$ cat config.mk
export PLATFORM = sky130hd
export DESIGN_NAME = fifo_rd_stream
export DESIGN_NICKNAME = d
export VERILOG_FILES = /design/src/rtl/fifo_rd_stream.sv
export SDC_FILE = /design/constraint.sdc
export NUM_CORES = 1
export LEC_CHECK = 0
export ABC_AREA = 1
export BUFFER_PORTS_ARGS = -buffer_cell sky130_fd_sc_hd__buf_4
export CAP_MARGIN = 20
export CORE_ASPECT_RATIO = 1.5
export CORE_MARGIN = 1.5
export CORE_UTILIZATION = 57
export DETAILED_ROUTE_END_ITERATION = 16
export HOLD_SLACK_MARGIN = 0.06
export PLACE_DENSITY = 0.79
export SLEW_MARGIN = 20
export SYNTH_ARGS = -nofsm -noshare
export SYNTH_HDL_FRONTEND = slang
export SYNTH_SLANG_ARGS = --single-unit
$ cat constraint.sdc
create_clock -name rclk -period 3.4 [get_ports rclk]
set_input_delay 0.68 -clock rclk [delete_from_list [all_inputs] [get_ports rclk]]
set_output_delay 0.68 -clock rclk [all_outputs]
set_load 0.01 [all_outputs]
$ cat src/rtl/fifo_rd_stream.sv
// Read-side adapter for the dual-clock FIFO: credit-limited requests, a circular
// skid buffer for returned words, and a valid/ready output stream.
module fifo_rd_stream #(
  parameter int DWIDTH = 16,
  parameter int SWIDTH = 2
) (
  input  logic              rclk,
  input  logic              arst_n,
  output logic              rrq,
  input  logic              rempty,
  input  logic [DWIDTH-1:0] rdata,
  input  logic              rdv,
  output logic              out_valid,
  input  logic              out_ready,
  output logic [DWIDTH-1:0] out_data,
  output logic [SWIDTH:0]   level,
  output logic              err
);

  localparam int              D     = 1 << SWIDTH;
  localparam logic [SWIDTH:0] DFULL = (SWIDTH+1)'(D);

  logic              run_q, run_d;
  logic [SWIDTH:0]   pend_q, pend_d;
  logic [SWIDTH:0]   cnt_q, cnt_d;
  logic [SWIDTH-1:0] wptr_q, wptr_d;
  logic [SWIDTH-1:0] rptr_q, rptr_d;
  logic              err_q, err_d;
  logic [DWIDTH-1:0] mem_q [D];

  logic [SWIDTH+1:0] credit_used;
  logic              req_acc, pop, push, unsol, full, ret;

  always_comb begin
    // Credit uses registered state only, so rrq never depends on rempty/rdv/out_ready.
    credit_used = {1'b0, pend_q} + {1'b0, cnt_q};
    rrq         = run_q & (credit_used < (SWIDTH+2)'(D));
    out_valid   = (cnt_q != '0);
    out_data    = out_valid ? mem_q[rptr_q] : '0;
    level       = cnt_q;
    err         = err_q;

    req_acc = rrq & ~rempty;
    pop     = out_valid & out_ready;
    full    = (cnt_q == DFULL);
    unsol   = rdv & (pend_q == '0);
    ret     = rdv & ~unsol;
    // An unsolicited word never takes a slot freed by a same-cycle pop.
    push    = rdv & (~full | (pop & ~unsol));

    run_d  = 1'b1;
    pend_d = pend_q + (SWIDTH+1)'(req_acc) - (SWIDTH+1)'(ret);
    cnt_d  = cnt_q + (SWIDTH+1)'(push) - (SWIDTH+1)'(pop);
    wptr_d = wptr_q + SWIDTH'(push);
    rptr_d = rptr_q + SWIDTH'(pop);
    err_d  = err_q | unsol | (rdv & full & ~pop);
  end

  always_ff @(posedge rclk or negedge arst_n) begin
    if (!arst_n) begin
      run_q  <= 1'b0;
      pend_q <= '0;
      cnt_q  <= '0;
      wptr_q <= '0;
      rptr_q <= '0;
      err_q  <= 1'b0;
    end else begin
      run_q  <= run_d;
      pend_q <= pend_d;
      cnt_q  <= cnt_d;
      wptr_q <= wptr_d;
      rptr_q <= rptr_d;
      err_q  <= err_d;
    end
  end

  // Buffer storage carries no reset; out_data is masked while the buffer is empty.
  always_ff @(posedge rclk) begin
    if (push) mem_q[wptr_q] <= rdata;
  end

endmodule

# == Word-level counts from Yosys, hierarchy flattened ==
# Memory sizes are Yosys's and may differ from the RTL's.
# Index checks and enable logic that the tools add are counted.
# W data, S select, Z words.
# op_classes
n_addsub,7
n_mul,0
n_div,0
magnitude_cmp,1
n_eq_ne,1
shift,0
mux,3
n_bitwise,16
reduce_logical,2
# op_table
op,n
$mux W16,1
$and A1 B1 Y1,9
$add A3 B1 Y3,2
$sub A3 B1 Y3,2
$add A2 B1 Y2,2
$add A3 B3 Y4,1
$lt A4 B3 Y1 const B,1
$not A1 Y1,4
$eq A3 B3 Y1 const B,1
$logic_not A3 Y1,1
$or A1 B1 Y1,3
$reduce_bool A3 Y1,1
$mux W1,2
# totals
ff_bits,12
latch_bits,0
mem_bits_rw,64
mem_bits_ro,0
out_inout_bits,22
wordCells,37
mem_count,1
# mem_list
name,depth,width,read_ports,rd_clocked_by_memory_dff,write_ports,line_no,text
mem_q,4,16,1,0,1,29,logic [DWIDTH-1:0] mem_q [D];

# == Depth between registers and ports, before layout ==
# Gate-level depths: netlist of run 1.
# depth
ltp_word,8
depth_mapped,10
mapped_depth_nobuf,10

# == Worst setup path after synthesis of run 1 ==
# OpenSTA, ideal clock, no wires.
# synth_timing
path_type,reg2reg
startpoint,register cnt_q[2] (netlist: level[2])
endpoint,register pend_q[2]
setup_time_ps,129
arrival_time_ps,2236
t_required_ps,3271
setup_slack_ps,1035
path_stages_with_launch,11
n_path_buf,0
cell_sequence,dfrtp_1 ha_1 nor2_1 nand3_1 a31oi_1 nand2_1 ha_1 inv_1 ha_1 fa_1 xor2_1
# synth_between
elab_chain_len,6
# synth_rtl
item,line_no,text
"start, declared",25,"logic [SWIDTH:0] cnt_q, cnt_d;"
"start signal, assigned",70,cnt_q <= cnt_d;
$add A3 B3 Y4,36,"credit_used = {1'b0, pend_q} + {1'b0, cnt_q};"
$lt A4 B3 Y1,37,rrq = run_q & (credit_used < (SWIDTH+2)'(D));
$and A1 B1 Y1,37,
net rrq,9,"output logic rrq,"
$and A1 B1 Y1,43,req_acc = rrq & ~rempty;
$add A3 B1 Y3,52,pend_d = pend_q + (SWIDTH+1)'(req_acc) - (SWIDTH+1)'(ret);
$sub A3 B1 Y3,52,
net pend_d[2],24,"logic [SWIDTH:0] pend_q, pend_d;"
"end signal, assigned",69,pend_q <= pend_d;
"end, declared",24,
# The timed path passes the listed nets, and every way through them passes these cells.

# == Worst setup path in the final report of run 1 ==
# layout_timing
startpoint,register rptr_q[0]
endpoint,output port out_data[9]
# layout_between
elab_chain_len,2
# layout_rtl
item,line_no,text
"start, declared",27,"logic [SWIDTH-1:0] rptr_q, rptr_d;"
"start signal, assigned",72,rptr_q <= rptr_d;
$mem_v2 Z4 W16,-,
$mux W16,39,out_data = out_valid ? mem_q[rptr_q] : '0;
"end, declared",15,"output logic [DWIDTH-1:0] out_data,"
# No other way between the ends.

==> impl_metrics.ini, run 1 <==
[run_status]
status = finished, final reports clean

[synth]
synthFlopType = edfxtp_1
syn_area_um2 = 3184
seq_area_frac_synth = 0.6978
async_flop_share = 0.1579
yosys.cell_types.count = 26
avgSynthCellArea_um2 = 12.34
synth_edf_count = 64
syn-num-nets = 289
ys_warn_count = 0
synth-seq-cells = 76
syn-instance-count = 258

[worst_setup_path]
critPathMaxFanout = 20
slowest_delay_ps = 690
end_kind = output port
reg2reg_depth = 10
worst-endpoint-arrival_ps = 2010
start_kind = flip-flop
crit_type = reg -> out
worstPathCellList = buf_4, nor2_1, nor2_1, o21ai_0, a21oi_1, buf_4
crit_path_top_delay_cell = dfrtp_1
cp.required_ps = 2720

[detailed_routing]
ant_nets = 0
dr.pass1.iters = 4
routed_via_density = 5.284
drtIter0Drc = 90
vias = 2008
wl_per_cell_um = 14.90
drcViolationCount = 0
routed_wl_um = 5663

[grt]
grt_max_degree = 33
grt_pass1_wl_um = 8990
grt_pass1_vias = 1993
grt.overflow.total = 0
grt_util_all_layers = 0.2060
antenna_found_initial = 0

[sta]
period_minus_slack_ps = 2686
skew_ps = 6.954
setup_tns_ps = 0
finalSetupViolations = 0
rsz0062_at_grt = false
worst_slew_pin_slew_ps = 773.1
slew_headroom = 0.4846
finalHoldViolations = 0
fin_crit_sh = 0.7901
max_freq_mhz = 372.3
slew_viol_final = 0

[clock_network]
cts_tree = built
post-cts-setup-buffer-count = 0
clock_path_buffers = 2
clkLatencyLatePin_ps = 340
cts_root_buf = clkbuf_8
h-tree-depth = 3
path_clk_slew_ps = 70
hold_buffers = 0
post_cts_resized = 0
clock-sinks = 76
cts_made_buffers = 9

[hold_path]
min-delay-path-class = in -> async

[layout]
fillers = 404
layout-drive-gt1-share = 0.2226
area_delta_synth_final_pct = 16.94
regArea_um2 = 2222
final_nets = 336
multi_input_area_um2 = 802.0
diodes = 0

[power]
p_leak_nw = 1.460
vdd_drop_max_uv = 641.8
p_total_mw = 3.508
powerDensity_nw_per_um2 = 942.1

[floorplanning]
start_util = 0.5887
dieArea_um2 = 6053
dieWidth_um = 64.03
io_pins = 43
rows = 33
die_y_um = 94.54
core-area_um2 = 5409

[placed_design]
dp_hpwl_um = 3604
port_buffers = 42
place_congestion = 0.8363

[flow_run]
maxCapViolations = 0
## metrics by stage
stage / setup WS [ps] / hold WS (ps) / instances / util / area (um^2)
4_1_cts: 703.9 / 156.9 / 380 / 0.6884 / 3724
5_1_grt: 544.2 / 160.0 / 380 / 0.6884 / 3724
6_report: 713.8 / 174.1 / 380 / 0.6884 / 3724
3_3_place_gp: 1058 / 463.6 / 364 / 0.6528 / 3531
3_5_place_dp: 1020 / 460.9 / 364 / 0.6528 / 3531
2_1_floorplan: 1035 / 384.4 / 258 / - / 3184
## per-layer routing
| layer | track usage | share of wire |
|---|---|---|
| met1 | 0.2269 | 0.38 |
| met2 | 0.3576 | 0.55 |
| met3 | 0.05125 | 0.047 |
| met4 | 0.1214 | 0.024 |
| met5 | 0 | 0 |
## cells in the final DEF, fill, tap and decap left out, types with 3 or more instances in the layout
master     n
o21ai_0   24
dfrtp_1   12
clkbuf_8  10
inv_2      3
a21oi_1   20
xor2_1     3
ha_1       8
buf_4     47
edfxtp_1  64
nor2_1    66
nand2_1   10
inv_1     13
o21ai_1    8
## Yosys cell counts (all sizes together), types with 2 or more instances
library cell / count / area (um^2)
xor2: 3 / 26.28
ha: 8 / 100.1
nand3: 2 / 10.01
edfxtp: 64 / 1922
xnor2: 2 / 17.52
dfrtp: 12 / 300.3
nor2: 67 / 254.0
inv: 17 / 66.32
clkbuf: 3 / 15.01
nand2: 11 / 43.80
a21oi: 22 / 117.6
buf: 8 / 78.82
o21ai: 33 / 168.9
fa: 2 / 40.04
## worst paths after layout
path                           start           to  slack [ps]
min                           arst_n     level[0]         170
max                        rptr_q[0]  out_data[9]         710
min reg2reg                      err          err         480
max reg2reg                 level[2]    pend_q[2]        1040
max in group asynchronous     arst_n    wptr_q[1]        3070
min in group rclk                err          err         480
## logic make-up (layout without fill, tap and decap cells)
kind of cell | Yosys count | in the layout | synth area share
simple gates | 82 | 82 | 0.1010
other cells | 1 | 1 | 0.001178
compound gates | 56 | 56 | 0.09195
flops | 76 | 76 | 0.6978
buf+inv | 28 | 80 | 0.05029
xor+xnor | 5 | 5 | 0.01375
fa+ha+maj | 10 | 10 | 0.04401
## state kept, by name, indices dropped and copies added, names as in the netlist
signal	count
level	3
pend_q	3
rptr_q	2
run_q	1
err	1
mem_q	64
wptr_q	2
## layout make-up
| type | instances | share of cell area |
|---|---|---|
| flip-flops and latches | 76 | 0.5968 |
| multi-input cells | 154 | 0.2154 |
| repair buffers | 47 | 0.09476 |
| clock buffers | 12 | 0.03898 |
| well taps | 70 | 0.02352 |
| inverters | 17 | 0.01781 |
| clock inverters | 4 | 0.01277 |
## critical path, delay by kind of cell (launching register included)
| kind | cells | cell delay (ps) |
|---|---|---|
| buffers and inverters | 2 | 490 |
| flip-flops | 1 | 690 |
| AO/OA/AOI/OAI | 2 | 310 |
| AND/OR/NAND/NOR | 2 | 180 |
## power by group
part | leakage, nW | switching, mW | internal [mW]
registers | 0.726 | 0.176 | 1.29
clock network | 0.0984 | 0.290 | 0.358
logic | 0.636 | 0.805 | 0.585
Note: power is estimated with default switching activity, not from simulation.
==> inputs of run 2 (changes only) <==
- ABC_AREA: 1 -> 0
- CORE_UTILIZATION: 57 -> 51
- PLACE_DENSITY: 0.79 -> 0.75
- clock period: 3.4 -> 2.3 ns (I/O delays scaled with it)
==> run 2 against run 1 <==
Effect of this change:
- the run now ends with negative setup slack left
- flip-flop and latch count did not move
- clock skew rose by 3.3 ps
- highest routed layer unchanged
- register-to-register slack got worse by 1300 ps
- routed wire length rose by 6.9%
- non-clock buffer count rose by 18
- global-route usage fell by 0.91 points
- sequential share of layout area fell by 5.3 points
- combinational power rose by 85%
- design area rose by 9.8%
- sequential power rose by 37%
- worst hold slack improved by 150 ps
==> impl_metrics.ini, run 2 <==
[synth]
syn-num-nets = 189
synth_compound_area_frac = 0.02333
synthFlopType = edfxtp_1
synthAdderAreaFrac = 0.04505
synth_top_area_cell = edfxtp_1
avgSynthCellArea_um2 = 19.69
muxShareOfSynthArea = 0.1231
synth-simple-area-share = 0.05189
synth_top_family_by_area = multiplexers
syn_area_um2 = 3110
synth-seq-cells = 76
synthTopCellsByCount = edfxtp_1 (64), and2_1 (17), dfrtp_1 (12), mux4_2 (10), ha_1 (8)
netlist_top_cells_area = edfxtp_1 (62%), dfrtp_1 (9.7%), mux4_2 (7.2%), mux4_1 (5.1%), and2_1 (3.4%)
syn-instance-count = 158
synth_edf_count = 64
ys_warn_count = 0
seq_area_frac_synth = 0.7144
synth_most_common_cell = edfxtp_1
async_flop_share = 0.1579
yosys.cell_types.count = 32
synth_top_area_frac = 0.6179
synth_xor_area_frac = 0.01689

[sta]
finalSetupViolations = 22
hold_slack_ps = 320.5
fin_crit_sh = 1.104
worst_slew_pin_slew_ps = 621.4
period_minus_slack_ps = 2540
skew_ps = 10.25
rsz0062_at_grt = true
finalWorstSetupSlack_ps = -239.8
slew_viol_final = 0
max_freq_mhz = 393.7
slew_headroom = 0.5848
finalHoldViolations = 0

[grt]
grt_util_all_layers = 0.1969
antenna_found_initial = 0
grt.overflow.total = 0
grt_max_degree = 18
grt_pass1_wl_um = 9190
grt_pass1_vias = 1788

[power]
powerDensity_nw_per_um2 = 1365
vdd_drop_max_uv = 890.9
p_leak_nw = 1.567
p_total_mw = 5.582

[clock_network]
clock_path_buffers = 2
cts_tree = built
path_clk_slew_ps = 80
h-tree-depth = 3
cts_made_buffers = 9
clock-sinks = 76
clkLatencyLatePin_ps = 340
cts_root_buf = clkbuf_8

[detailed_routing]
wl_per_cell_um = 19.85
drtIter0Drc = 80
drcViolationCount = 0
vias = 1683
ant_nets = 0
routed_wl_um = 6055
dr.pass1.iters = 4
routed_via_density = 5.518

[layout]
final_cell_mix = edfxtp_1 (64), buf_4 (43), buf_6 (17)
post-route-util = 0.7018
layout-drive-gt1-share = 0.5021
diodes = 0
final_common_cell = edfxtp_1
final_nets = 259
top_register = mem_q
area_delta_synth_final_pct = 31.50
largest_reg_flops = 64

[worst_setup_path]
worst-endpoint-arrival_ps = 2820
r2r_slack_ps = -240
crit_type = reg -> reg
critPathMaxFanout = 2
end_kind = flip-flop
crit_buf_inv = 1
critical-path-top-delay-family = adder cells
slowest_delay_ps = 520
crit_path_frequent_cell = ha_1
start_kind = flip-flop
cp.required_ps = 2580
worstPathCellList = ha_1, or4b_4, a311o_1, ha_1, inv_1, ha_2, fa_2
crit_path_top_delay_cell = fa_2

[hold_path]
min-delay-path-class = in -> reg

[placed_design]
place_congestion = 0.7370
post-place-ws_ps = -185.2
dp_hpwl_um = 3917
port_buffers = 42

[floorplanning]
die_y_um = 98.65
io_pins = 43
dieArea_um2 = 6586
start_util = 0.5337
dieWidth_um = 66.77
rows = 34
core-area_um2 = 5828

[run_status]
violations = negative setup slack
status = finished, violations left

[flow_run]
maxCapViolations = 0
==> run 2: changes by cell type after synthesis, moves of 3 or more <==
cell,delta
a21oi_1,-17
and2_1,+17
buf_4,-3
buf_6,-4
clkbuf_2,-3
inv_1,-6
inv_2,-3
mux4_1,+6
mux4_2,+10
nand2_1,-9
nor2_1,-65
o21ai_0,-24
o21ai_1,-8
==> run 2: final cells by class <==
class	count	area (um^2)
clock inverter	6	63.81
sequential	76	2222
inverter	7	26.28
tap	72	90.09
clock buffer	10	137.6
multi-input combinational	69	935.9
timing repair buffer	65	614.3
fill	376	1738
==> run 2: cell families after synthesis <==
group                    count (synthesis)
AO/OA/AOI/OAI                           10
XOR/XNOR                                 6
adder cells (fa/ha/maj)                 10
buffers and inverters                   13
flip-flops                              76
multiplexers                            16
other                                    1
AND/OR/NAND/NOR                         26
==> run 2: power breakdown <==
part,switching (mW),internal [mW]
registers,0.158,1.85
clock network,0.474,0.528
logic,1.07,1.51
total,1.70,3.88
==> run 2: path summary, 6_finish.rpt <==
path | start | endpoint | depth (start not counted)
hold / removal | rdata[7] | mem_q[1][7] | 1
max in group asynchronous | arst_n | wptr_q[0] | 2
min in group asynchronous | arst_n | pend_q[1] | 2
setup reg to reg | pend_q[2] | pend_q[1] | 7
hold reg to reg | err | err | 1
setup / recovery | pend_q[2] | pend_q[1] | 7
==> run 2: metal layers <==
layer,track usage,wire [um],up-vias
met5,0,0,-
met2,0.3446,3461,42
met4,0.07378,96,0
li1,-,-,759
met1,0.2327,2285,874
met3,0.04452,212,8
==> run 2: metrics by stage <==
stage                     setup TNS (ps)  std cells  area (um^2)
after floorplan                   -433.9        158         3127
after global placement            -291.2        281         3628
after detailed placement          -485.2        281         3628
after CTS                         -598.6        300         3875
after global routing               -3496        305         4090
final                              -2423        305         4090
==> run 2: repair_timing <==
action                     in CTS  in global routing
setup endpoints to repair       3                 47
pin swaps                       4                  5
cloned                          0                  2
hold endpoints to repair       12                  0
buffers inserted                2                  3
hold buffers                    1                  0
gates resized for setup         6                 37
